### src/rtl/audio_pkg.sv
// audio_pkg: shared widths and fetch FSM states for the audio sample player
package audio_pkg;
  localparam int SAMPLE_W = 16;
  localparam int WORD_W = 32;
  typedef enum logic [1:0] {IDLE, REQ, WAIT} fetch_state_e;
endpackage

### src/rtl/audio_word_buffer.sv
// audio_word_buffer: current/next word registers with half select, capture, consume and flush
module audio_word_buffer
  import audio_pkg::*;
(
  input  logic                clk,
  input  logic                rst,
  input  logic                flush_i,
  input  logic                tick_go_i,
  input  logic                cap_i,
  input  logic [WORD_W-1:0]   cap_data_i,
  output logic                cur_valid_o,
  output logic                next_valid_o,
  output logic [SAMPLE_W-1:0] half_o
);
  logic [WORD_W-1:0] cur_q, cur_d, nxt_q, nxt_d;
  logic cur_v_q, cur_v_d, nxt_v_q, nxt_v_d, half_q, half_d;
  logic consume, cur_v_t;
  always_comb begin
    consume = tick_go_i && cur_v_q && half_q;
    // a capture sees the buffer as it stands after this cycle's tick
    cur_v_t = consume ? nxt_v_q : cur_v_q;
    cur_d = consume && nxt_v_q ? nxt_q : cur_q;
    nxt_d = nxt_q;
    nxt_v_d = nxt_v_q && !consume;
    half_d = half_q ^ (tick_go_i && cur_v_q);
    cur_v_d = cur_v_t;
    if (cap_i && !cur_v_t) begin
      cur_d = cap_data_i;
      cur_v_d = 1'b1;
      half_d = 1'b0;
    end else if (cap_i) begin
      nxt_d = cap_data_i;
      nxt_v_d = 1'b1;
    end
    if (flush_i) begin
      cur_v_d = 1'b0;
      nxt_v_d = 1'b0;
      half_d = 1'b0;
    end
  end
  always_ff @(posedge clk) begin
    if (rst) begin
      cur_q <= '0;
      nxt_q <= '0;
      cur_v_q <= 1'b0;
      nxt_v_q <= 1'b0;
      half_q <= 1'b0;
    end else begin
      cur_q <= cur_d;
      nxt_q <= nxt_d;
      cur_v_q <= cur_v_d;
      nxt_v_q <= nxt_v_d;
      half_q <= half_d;
    end
  end
  assign cur_valid_o = cur_v_q;
  assign next_valid_o = nxt_v_q;
  assign half_o = half_q ? cur_q[31:16] : cur_q[15:0];
endmodule

### src/rtl/audio_sample_player.sv
// audio_sample_player: fetches words from the reader and plays one attenuated 16-bit sample per tick
module audio_sample_player
  import audio_pkg::*;
#(
  parameter int VOL_W  = 3,
  parameter int UCNT_W = 16
) (
  input  logic                clk,
  input  logic                rst,
  input  logic                enable,
  input  logic                flush,
  input  logic                sample_tick,
  input  logic [VOL_W-1:0]    vol,
  output logic                word_start,
  input  logic                word_done,
  input  logic [WORD_W-1:0]   word_data,
  output logic [SAMPLE_W-1:0] audio_out,
  output logic                audio_valid,
  output logic [UCNT_W-1:0]   underrun_cnt
);
  fetch_state_e st_q, st_d;
  logic disc_q, disc_d, valid_q, valid_d;
  logic [SAMPLE_W-1:0] audio_q, audio_d, half;
  logic signed [SAMPLE_W-1:0] atten;
  logic [UCNT_W-1:0] ucnt_q, ucnt_d;
  logic tick_go, done_in_wait, cap, cur_v, nxt_v;
  audio_word_buffer u_buf (
    .clk         (clk),
    .rst         (rst),
    .flush_i     (flush),
    .tick_go_i   (tick_go),
    .cap_i       (cap),
    .cap_data_i  (word_data),
    .cur_valid_o (cur_v),
    .next_valid_o(nxt_v),
    .half_o      (half)
  );
  always_comb begin
    tick_go = sample_tick && enable && !flush;
    done_in_wait = st_q == WAIT && word_done;
    // a word completing during or after a flush belongs to the discarded stream
    cap = done_in_wait && !disc_q && !flush;
    st_d = st_q == IDLE ? (enable && !nxt_v && !flush ? REQ : IDLE)
         : st_q == REQ  ? WAIT
         : (word_done ? IDLE : WAIT);
    disc_d = done_in_wait ? 1'b0 : (flush && st_q != IDLE) ? 1'b1 : disc_q;
    atten = $signed(half) >>> vol;
    audio_d = tick_go ? (cur_v ? atten : '0) : audio_q;
    valid_d = tick_go;
    ucnt_d = ucnt_q + UCNT_W'(tick_go && !cur_v && !(&ucnt_q));
  end
  always_ff @(posedge clk) begin
    if (rst) begin
      st_q <= IDLE;
      disc_q <= 1'b0;
      audio_q <= '0;
      valid_q <= 1'b0;
      ucnt_q <= '0;
    end else begin
      st_q <= st_d;
      disc_q <= disc_d;
      audio_q <= audio_d;
      valid_q <= valid_d;
      ucnt_q <= ucnt_d;
    end
  end
  assign word_start = st_q == REQ;
  assign audio_out = audio_q;
  assign audio_valid = valid_q;
  assign underrun_cnt = ucnt_q;
endmodule

### config.mk
export PLATFORM = sky130hd
export DESIGN_NAME = audio_sample_player
export DESIGN_NICKNAME = d
export VERILOG_FILES = /design/src/rtl/audio_pkg.sv /design/src/rtl/audio_word_buffer.sv /design/src/rtl/audio_sample_player.sv
export SDC_FILE = /design/constraint.sdc
export NUM_CORES = 1
export LEC_CHECK = 0
export CAP_MARGIN = 5
export CORE_MARGIN = 2
export CORE_UTILIZATION = 45
export CTS_CLUSTER_DIAMETER = 200
export DETAILED_ROUTE_END_ITERATION = 10
export DONT_BUFFER_PORTS = 1
export GPL_TIMING_DRIVEN = 0
export MAX_ROUTING_LAYER = met4
export PLACE_DENSITY = 0.56
export SLEW_MARGIN = 20
export SYNTH_ARGS = -nofsm -noshare
export SYNTH_HDL_FRONTEND = slang
export SYNTH_SLANG_ARGS = --single-unit
### constraint.sdc
create_clock -name clk -period 3.45 [get_ports clk]
set_clock_uncertainty 0.2 [all_clocks]
set_input_delay 0.69 -clock clk [delete_from_list [all_inputs] [get_ports clk]]
set_output_delay 0.69 -clock clk [all_outputs]
set_load 0.02 [all_outputs]
==> results of run 1 <==
through the flow:
step	total power, mW	setup WS, ns	utilization (%)	setup TNS (ns)	instances
detailed placement	1.31	-0.0121	47.6	-0.0224	658
floorplan	1.29	0.713	-	0	522
finish	2.02	0.336	49.5	0	674
global route	2.09	0.203	49.5	0	674
global placement	1.31	0.0184	47.6	0	658
CTS	2.04	0.393	49.5	0	674
synthesized netlist by cell type, types with 8 or more instances:
cell type,number
nand2_1,116
dfxtp_1,103
a21oi_1,73
a22oi_1,32
clkbuf_1,31
mux2i_1,22
nor2_1,18
mux4_2,12
o221ai_1,10
xnor2_1,10
inv_1,9
nand3_1,8
worst max-delay path, cell delays in order:
cell and delay (ns):
nand3b_1 0.35, nor2_1 0.29, ha_1 0.24, mux2i_1 0.33
and3_1 0.20, clkbuf_1 0.24, clkbuf_1 0.51, a22oi_1 0.18
a21oi_1 0.18
per-layer routing:
| layer | global-route usage [%] | wire length (µm) | up-vias | share of wire [%] |
|---|---|---|---|---|
| li1 | - | - | 1907 | - |
| met1 | 30.5 | 5510 | 1891 | 46 |
| met5 | - | 0 | - | 0 |
| met4 | 8.72 | 169 | 0 | 1.4 |
| met2 | 35.7 | 5730 | 83 | 47 |
| met3 | 4.48 | 664 | 11 | 5.5 |
cells in the final DEF (no fill, tap or decap), types with 2 or more instances in the layout:
cell / synthesis / final
o21ai_0: 6 / 6
and3b_1: 2 / 2
dfxtp_1: 103 / 103
clkbuf_1: 31 / 31
or3_1: 5 / 5
clkbuf_8: 0 / 10
inv_6: 0 / 3
buf_2: 3 / 3
nand4_1: 3 / 3
nor2_1: 18 / 18
or4_1: 3 / 3
a22oi_1: 32 / 32
mux4_2: 12 / 12
a21oi_1: 73 / 73
nand2b_1: 2 / 2
inv_1: 9 / 9
nand3b_1: 4 / 4
or2_2: 3 / 3
xnor2_1: 10 / 10
nor3_1: 5 / 5
nor2b_1: 5 / 5
a31oi_1: 3 / 3
clkinv_4: 0 / 2
a32oi_1: 4 / 4
nand2_1: 116 / 116
ha_1: 4 / 4
mux2i_1: 22 / 22
mux4_1: 7 / 7
buf_1: 2 / 2
nand3_1: 8 / 8
o221ai_1: 10 / 10
nor4_1: 4 / 4
logic make-up (layout without fill, tap and decap cells):
logic type | count (synthesis) | after routing | share of synthesized area (%)
buf+inv | 48 | 64 | 4.48
mux | 42 | 42 | 14.5
compound gates | 131 | 131 | 17.0
fa+ha+maj | 4 | 4 | 1.06
xor+xnor | 11 | 11 | 2.04
flops | 103 | 103 | 43.7
simple gates | 183 | 183 | 17.2
registers in the layout (all words and copies together), names as in the netlist:
signal,flops
u_buf.half_q,1
st_q,2
disc_q,1
u_buf.cur_q,32
u_buf.nxt_q,32
audio_out,16
u_buf.next_valid_o,1
underrun_cnt,16
u_buf.cur_valid_o,1
audio_valid,1
cell type report:
class                   count  share of cell area, %
plain buffers              39                   3.50
clock inverters             6                   1.01
multi-input cells         371                   48.2
clock buffers              10                   2.71
inverters                   9                  0.665
flip-flops and latches    103                   40.6
well taps                 136                   3.35
final timing paths:
| check | startpoint | to | slack, ns | depth (start not counted) |
|---|---|---|---|---|
| max reg2reg | u_buf.cur_valid_o$_SDFF_PP0_ | u_buf.cur_q[24]$_SDFFE_PP0P_ | 0.55 | 9 |
| min | word_data[0] | u_buf.nxt_q[0]$_SDFFE_PP0P_ | 0.22 | 2 |
| min reg2reg | u_buf.nxt_q[19]$_SDFFE_PP0P_ | u_buf.nxt_q[19]$_SDFFE_PP0P_ | 0.26 | 2 |
| max | flush | u_buf.cur_q[24]$_SDFFE_PP0P_ | 0.34 | 9 |
power by group:
part | leakage [nW] | total [mW] | switching (mW) | internal [mW]
clock | 0.0939 | 0.738 | 0.446 | 0.292
combinational | 0.651 | 0.0826 | 0.0527 | 0.0299
sequential | 0.830 | 1.20 | 0.00712 | 1.19
total | 1.58 | 2.02 | 0.506 | 1.52
==> metrics.md, run 1 <==
| Metric | Value |
|---|---|
| Syn avg cell area | `9.05 µm²` |
| Grt ovf | `0` |
| Register area | `2060 µm²` |
| WL/cell | `17.9 µm` |
| Dominant cell type by area after synthesis | `dfxtp_1` |
| CP startpoint kind | `input pin` |
| Max Freq | `0.321 GHz` |
| Vias per inst | `5.77` |
| CP Capture Type | `flop` |
| Gr usage total | `23.2%` |
| EDFF count, synth | `0` |
| DR pass1 iterations | `4` |
| Synth top area cells | `dfxtp_1 44%, nand2_1 9.2%, a21oi_1 7.7%, mux4_2 5.7%, a22oi_1 5.1%` |
| Fin Hold WS | `0.219 ns` |
| Post-CTS Hold Fix Bufs | `0` |
| Row count | `37` |
| Netlist cell types | `42` |
| Most used DFF post-synth | `dfxtp_1` |
| DR iter-0 viols | `297` |
| Final ANT Viol Nets | `0` |
| CTS root buf | `clkbuf_8` |
| Pwr per Cell Area | `398 nW/µm²` |
| Detailed Route WL | `12,100 µm` |
| Area of the multi-input gates | `2450 µm²` |
| Clk sinks | `103` |
| Number of port buffers | `0` |
| YS warnings | `0` |
| Pleak | `1.58 nW` |
| Die area | `11,300 µm²` |
| Worst-skew pair later-pin latency | `0.39 ns` |
| Post-CTS Resized | `0` |
| Crit share post-route | `90.3%` |
| Sequential share of the synthesized area | `43.7%` |
| Filler cell count in the final layout | `1,032` |
| Minimum clock period | `3.11 ns` |
| Final HPWL DP | `9170 µm` |
| Via count | `3,892` |
| I/O pin cnt | `75` |
| Largest net degree at the start of global routing | `19` |
| HP Class | `input pin to flop` |
| Crit path kind | `input pin to flop` |
| Cts bufs inserted | `9` |
| Number of global-route vias before repair | `3,773` |
| Antenna violations before repair | `0` |
| Final hold viol count | `0` |
| Synthesized flop and latch total | `103` |
| DRC | `0` |
| Core area | `10,300 µm²` |
| Final instance area | `5080 µm²` |
| Area Growth Syn to Fin | `7.60%` |
| Relative slew slack | `56.6%` |
| N_diodes | `0` |
| Asr flop ratio synth | `0%` |
| Die Y | `106 µm` |
| Area after DPL | `4890 µm²` |
| TritonCTS clock tree | `yes` |
| WP data required | `3.57 ns` |
| Post-synthesis cell count | `522` |
| Routability cong. | `0.836` |
| Final setup viols | `0` |
| Global-route wire length before repair | `19,700 µm` |
| Synth Net Count | `567` |
| CTS HTree Levels | `3` |
| Post-CTS Setup Inserts | `0` |
| Pin slew with the least headroom to its limit | `0.651 ns` |
| Initial Utilization | `46.0%` |
| Mapped cell area | `4720 µm²` |
| Worst Path Arrival | `3.23 ns` |
| RSZ-0062 raised after global routing | `no` |
| Share of cells above drive strength 1 | `7.43%` |
| Clock slew at reported path FFs | `0.11 ns` |
| Max-cap viol count | `0` |
| Die width | `106 µm` |
| Peak supply drop | `0.000190 V` |
| Fin. max-slew vios | `0` |
| Status | `complete, no violations` |
| Synth top area share | `43.7%` |
| CTS Buffer Depth | `2` |
| Nets | `578` |
| CP Max Fanout | `10` |
Note: power is estimated with default switching activity, not from simulation.
==> run 2, diff against run 1 <==
TNS_END_PERCENT = 20   (was default)
==> results of run 2 <==
No change in the layout: final DEF, timing and power equal those of run 1.
